`src/rtl/mem_access_ctrl.sv`:
```
// MEM-stage load/store controller in front of a word-wide DataMem.
// Aligned words go straight through; byte/half stores take a two-cycle read-modify-write.
module mem_access_ctrl (
    input  logic        clk,
    input  logic        rst,
    input  logic        req_valid,
    input  logic        req_we,
    input  logic [1:0]  req_size,
    input  logic        req_unsigned,
    input  logic [31:0] req_addr,
    input  logic [31:0] req_wdata,
    input  logic [31:0] dm_rdata,
    output logic        dm_we,
    output logic [31:0] dm_addr,
    output logic [31:0] dm_wdata,
    output logic [31:0] rdata,
    output logic        rdata_valid,
    output logic        stall,
    output logic        misaligned
);

    localparam int unsigned WORD_WIDTH = 32;

    typedef enum logic {
        IDLE   = 1'b0,
        RMW_WR = 1'b1
    } state_t;

    state_t                  r_state;
    state_t                  w_next;
    logic [WORD_WIDTH-1:0]   r_addr;
    logic [WORD_WIDTH-1:0]   r_merged;
    logic [WORD_WIDTH-1:0]   r_rdata;
    logic                    r_rdata_valid;
    logic                    r_misaligned;

    logic                    w_is_byte;
    logic                    w_is_half;
    logic                    w_is_word;
    logic                    w_misal;
    logic [WORD_WIDTH-1:0]   w_aligned;
    logic [WORD_WIDTH-1:0]   w_merged;
    logic [WORD_WIDTH-1:0]   w_load_ext;
    logic [7:0]              w_byte;
    logic [15:0]             w_half;
    logic                    w_dm_we;
    logic                    w_stall;
    logic [WORD_WIDTH-1:0]   w_dm_addr;
    logic [WORD_WIDTH-1:0]   w_dm_wdata;
    logic                    w_load_fire;
    logic                    w_rmw_start;
    logic                    w_misal_fire;

    // Size decode; size 11 behaves as a word access
    assign w_is_byte = (req_size == 2'b00);
    assign w_is_half = (req_size == 2'b01);
    assign w_is_word = req_size[1];
    assign w_misal   = (w_is_half && req_addr[0]) || (w_is_word && (req_addr[1:0] != 2'b00));
    assign w_aligned = {req_addr[31:2], 2'b00};

    // Little-endian lane extraction and extension for loads
    assign w_byte = dm_rdata[{req_addr[1:0], 3'b000} +: 8];
    assign w_half = dm_rdata[{req_addr[1], 4'b0000} +: 16];

    always_comb begin
        w_load_ext = dm_rdata;
        if (w_is_byte) begin
            w_load_ext = {{24{~req_unsigned & w_byte[7]}}, w_byte};
        end else if (w_is_half) begin
            w_load_ext = {{16{~req_unsigned & w_half[15]}}, w_half};
        end
    end

    // Current memory word with the target lane replaced by the store data
    always_comb begin
        w_merged = dm_rdata;
        if (w_is_byte) begin
            w_merged[{req_addr[1:0], 3'b000} +: 8] = req_wdata[7:0];
        end else if (w_is_half) begin
            w_merged[{req_addr[1], 4'b0000} +: 16] = req_wdata[15:0];
        end
    end

    always_ff @(posedge clk) begin
        if (rst) begin
            r_state <= IDLE;
        end else begin
            r_state <= w_next;
        end
    end

    always_comb begin
        w_next       = r_state;
        w_dm_we      = 1'b0;
        w_stall      = 1'b0;
        w_dm_addr    = w_aligned;
        w_dm_wdata   = req_wdata;
        w_load_fire  = 1'b0;
        w_rmw_start  = 1'b0;
        w_misal_fire = 1'b0;
        case (r_state)
            IDLE: begin
                if (req_valid) begin
                    if (w_misal) begin
                        w_misal_fire = 1'b1;
                    end else if (!req_we) begin
                        w_load_fire = 1'b1;
                    end else if (w_is_word) begin
                        w_dm_we = 1'b1;
                    end else begin
                        w_stall     = 1'b1;
                        w_rmw_start = 1'b1;
                        w_next      = RMW_WR;
                    end
                end
            end
            RMW_WR: begin
                w_dm_we    = 1'b1;
                w_dm_addr  = r_addr;
                w_dm_wdata = r_merged;
                w_next     = IDLE;
            end
            default: w_next = IDLE;
        endcase
        // Reset kills any write or stall in the same cycle, including a pending RMW
        if (rst) begin
            w_dm_we      = 1'b0;
            w_stall      = 1'b0;
            w_load_fire  = 1'b0;
            w_rmw_start  = 1'b0;
            w_misal_fire = 1'b0;
        end
    end

    always_ff @(posedge clk) begin
        if (rst) begin
            r_addr        <= '0;
            r_merged      <= '0;
            r_rdata       <= '0;
            r_rdata_valid <= 1'b0;
            r_misaligned  <= 1'b0;
        end else begin
            r_rdata_valid <= w_load_fire;
            r_misaligned  <= w_misal_fire;
            if (w_load_fire) begin
                r_rdata <= w_load_ext;
            end
            if (w_rmw_start) begin
                r_addr   <= w_aligned;
                r_merged <= w_merged;
            end
        end
    end

    assign dm_we       = w_dm_we;
    assign dm_addr     = w_dm_addr;
    assign dm_wdata    = w_dm_wdata;
    assign stall       = w_stall;
    assign rdata       = r_rdata;
    assign rdata_valid = r_rdata_valid;
    assign misaligned  = r_misaligned;

endmodule

```
`config.mk`:
```
export PLATFORM = sky130hd
export DESIGN_NAME = mem_access_ctrl
export DESIGN_NICKNAME = d
export VERILOG_FILES = /design/src/rtl/mem_access_ctrl.sv
export SDC_FILE = /design/constraint.sdc
export NUM_CORES = 1
export LEC_CHECK = 0
export BUFFER_PORTS_ARGS = -buffer_cell sky130_fd_sc_hd__clkbuf_2
export CAP_MARGIN = 30
export CORE_MARGIN = 10
export CORE_UTILIZATION = 35
export CTS_BUF_LIST = sky130_fd_sc_hd__clkbuf_8
export DETAILED_ROUTE_END_ITERATION = 12
export SETUP_SLACK_MARGIN = 0.1
export SYNTH_ARGS = -nofsm -noshare
export SYNTH_HDL_FRONTEND = slang
export SYNTH_SLANG_ARGS = --single-unit
```
`constraint.sdc`:
```
create_clock -name clk -period 2.54 [get_ports clk]
set_input_delay 0.508 -clock clk [delete_from_list [all_inputs] [get_ports clk]]
set_output_delay 0.508 -clock clk [all_outputs]
set_load 0.01 [all_outputs]
```
==> impl_metrics.tcl <==
set metrics [dict create \
    clkSinkCount 97 \
    power_density_nw_per_um2 480 \
    synth-edff-count 0 \
    syn_avg_cell_area_sq_um 8.55 \
    grt_pass1_vias 5241 \
    synthAdderAreaFrac 0.0116 \
    status "finished, final reports clean" \
    slew_headroom 0.619 \
    wl_per_cell_um 20.2 \
    synth_top_family_by_area "compound AO/OA/AOI/OAI gates" \
    track_usage 0.186 \
    synth_flop_cell "dfxtp_1" \
    via_count 5473 \
    synth_compound_area_frac 0.223 \
    min_path_cells 3 \
    maxCapViolCount 0 \
    first_iter_violations 413 \
    ir_drop_uv 277 \
    yosysTopAreaCellShare 0.361 \
    rows 45 \
    synth_seq_cells 97 \
    holdBufCountCts 0 \
    clock_path_buffers 2 \
    cts_setup_buffers 0 \
    die_h_um 144 \
    numCtsBuffers 9 \
    tightestPinTransition_ps 572 \
    io_pins 203 \
    grt_max_degree 56 \
    period_minus_slack_ps 2350 \
    dieWidth_um 144 \
    drc 0 \
    hpwl_mm 15.0 \
    area_growth_pct 24.6 \
    dr.pass1.iters 5 \
    place_congestion 0.849 \
    h-tree-depth 3 \
    crit_type "reg2out" \
    worstSetupEndpointType "output port" \
    synthMuxAreaShare 0.169 \
    synth_async_sr_flop_share 0 \
    hold_class "in2reg" \
    rsz0062_at_grt "false" \
    start_util 0.355 \
    p_leak_nw 2.92 \
    worst-r2r-cell-count 5 \
    timing_hold_violations_final 0 \
    regToRegEndpoint "rdata[11]" \
    worstSetupStartpointType "flop" \
    final_util 0.443 \
    tns_ps 0 \
    syn_area_sq_um 5380 \
    grt.overflow.total 0 \
    p_comb_frac 0.211 \
    p_sw_frac 0.312 \
    setup.worst_path.end "dm_addr[20]" \
    yosysWarnings 0 \
    synth_cell_types 46 \
    crit_path_start "r_state" \
    cts_tree "built" \
    port_buffers 200 \
    dieArea_sq_um 20700 \
    grt_antenna_before_repair 0 \
    coreArea_sq_um 15100 \
    cp.arrival_ps 1840 \
    synth_area_leader_cell "dfxtp_1" \
    slew_violations 0 \
    seqPwrFrac 0.496 \
    layout-drive-gt1-share 0.401 \
    multiInputGateArea_sq_um 3110 \
    period_share 0.924 \
    syn-instance-count 629 \
    clk_pin_slew_ps 100 \
    regToRegSetupSlack_ps 550 \
    cts_resized 0 \
    antenna_left 0 \
    synth_seq_area_share 0.361 \
    seq_area_sq_um 1940 \
    finalPower_mw 3.22 \
    fin_nets 911 \
    cts_root_buf "clkbuf_8" \
    fin_skew_ps 10.3 \
    worstPathRequired_ps 2030 \
    preCtsSetupSlack_ps 322 \
    max_freq_mhz 426 \
    antenna_cells 0 \
    synth_xor_area_frac 0 \
    clkLatencyLatePin_ps 390 \
    p_switching_mw 1.00 \
    routed_wirelength_mm 20.2 \
    crit_fanout 37 \
    finalSetupViolCount 0 \
    reg2reg_from "r_state" \
    via_per_inst 5.49 \
    setup_ws_ps 192 \
    synth_simple_gate_area_frac 0.172 \
    num-fill-cells 1552 \
    synth_area_leaders "dfxtp_1, mux2_2, nand2_1" \
    clkPwrFrac 0.293 \
    internal_power_mw 2.21 \
    grt_pass1_wl_mm 30.2 \
]
[per-layer routing]
metal | GRT usage | vias up | part of all wire
met1 | 0.235 | 2551 | 0.43
li1 | - | 2647 | -
met5 | 0 | - | 0
met3 | 0.0587 | 25 | 0.098
met2 | 0.292 | 250 | 0.45
met4 | 0.0666 | 0 | 0.024
[critical path, cell delays in order (launching register included)]
cell and delay [ps]:
dfxtp_2 640, buf_12 280, mux2_2 380, clkbuf_2 130
[flip-flops by register name, indices dropped and copies added (netlist names)]
register,flops
rdata,32
r_merged,32
misaligned,1
rdata_valid,1
r_state,1
r_addr,30
[worst min-delay path by stage]
| stage | start | end | slack, ps |
|---|---|---|---|
| after floorplan | r_addr[10] | r_addr[10] | 430 |
| after global placement | r_addr[16] | r_addr[16] | 440 |
| after detailed placement | r_addr[16] | r_addr[16] | 440 |
| after CTS | req_addr[18] | r_addr[18] | 330 |
| after global routing | req_addr[9] | r_addr[9] | 350 |
| final | req_addr[23] | r_addr[23] | 350 |
[layout by cell type, fill, tap and decap left out, drive strengths merged, types with 2 or more instances in the layout]
cell type and instances:
o31ai 16, or3 7, dfxtp 97, mux2 64, a221oi 32, inv 8, clkbuf 209, nor2b 2
buf 20, nand2 111, clkinv 9, o22ai 9, ha 5, nor3 7, nand2b 3, nand3b 2
or4b 2, nand3 17, a21oi 62, or2 2, nor2 35, o221a 8, conb 2, o21ai 41
and3 9, mux4 8, o2bb2ai 8
[through the flow]
stage / hold WS (ps) / cells / instance area [sq um]
after floorplan: 433 / 630 / 5380
after global placement: 442 / 980 / 6530
after detailed placement: 443 / 980 / 6530
after CTS: 330 / 996 / 6700
after global routing: 349 / 996 / 6700
final: 345 / 996 / 6700
[cells in the mapped netlist, types with 2 or more instances]
master	count
nand2_1	111
dfxtp_1	97
mux2_2	64
a21oi_1	62
o21ai_0	41
nor2_1	34
a221oi_1	32
clkbuf_1	24
nand3_1	17
o31ai_1	16
buf_2	14
and3_1	9
buf_4	9
mux4_2	8
o221a_2	8
o22ai_1	8
o2bb2ai_1	8
buf_1	7
inv_1	7
nor3_1	7
or3_1	7
ha_1	5
buf_6	4
clkinv_1	3
nand2b_1	3
nand3b_1	2
nor2b_1	2
or2_2	2
[layout make-up]
class / count / area share
well taps: 188 / 0.0351
multi-input cells: 465 / 0.464
repair buffers: 220 / 0.179
inverters: 10 / 0.00560
clock buffers: 9 / 0.0185
flip-flops and latches: 97 / 0.290
clock inverters: 7 / 0.00728
[kinds of logic after synthesis]
kind of cell / count (synthesis)
fa+ha+maj: 5
compound gates: 182
other cells: 1
mux: 73
simple gates: 203
flops: 97
buf+inv: 68
[power groups by stage]
stage	registers (mW)	logic (mW)	clock network, mW
finish	1.60	0.678	0.942
global route	1.60	0.736	1.02
floorplan	1.63	0.366	0
global placement	1.63	0.671	0
CTS	1.60	0.677	0.972
detailed placement	1.63	0.674	0
(Power assumes the default switching activity.)
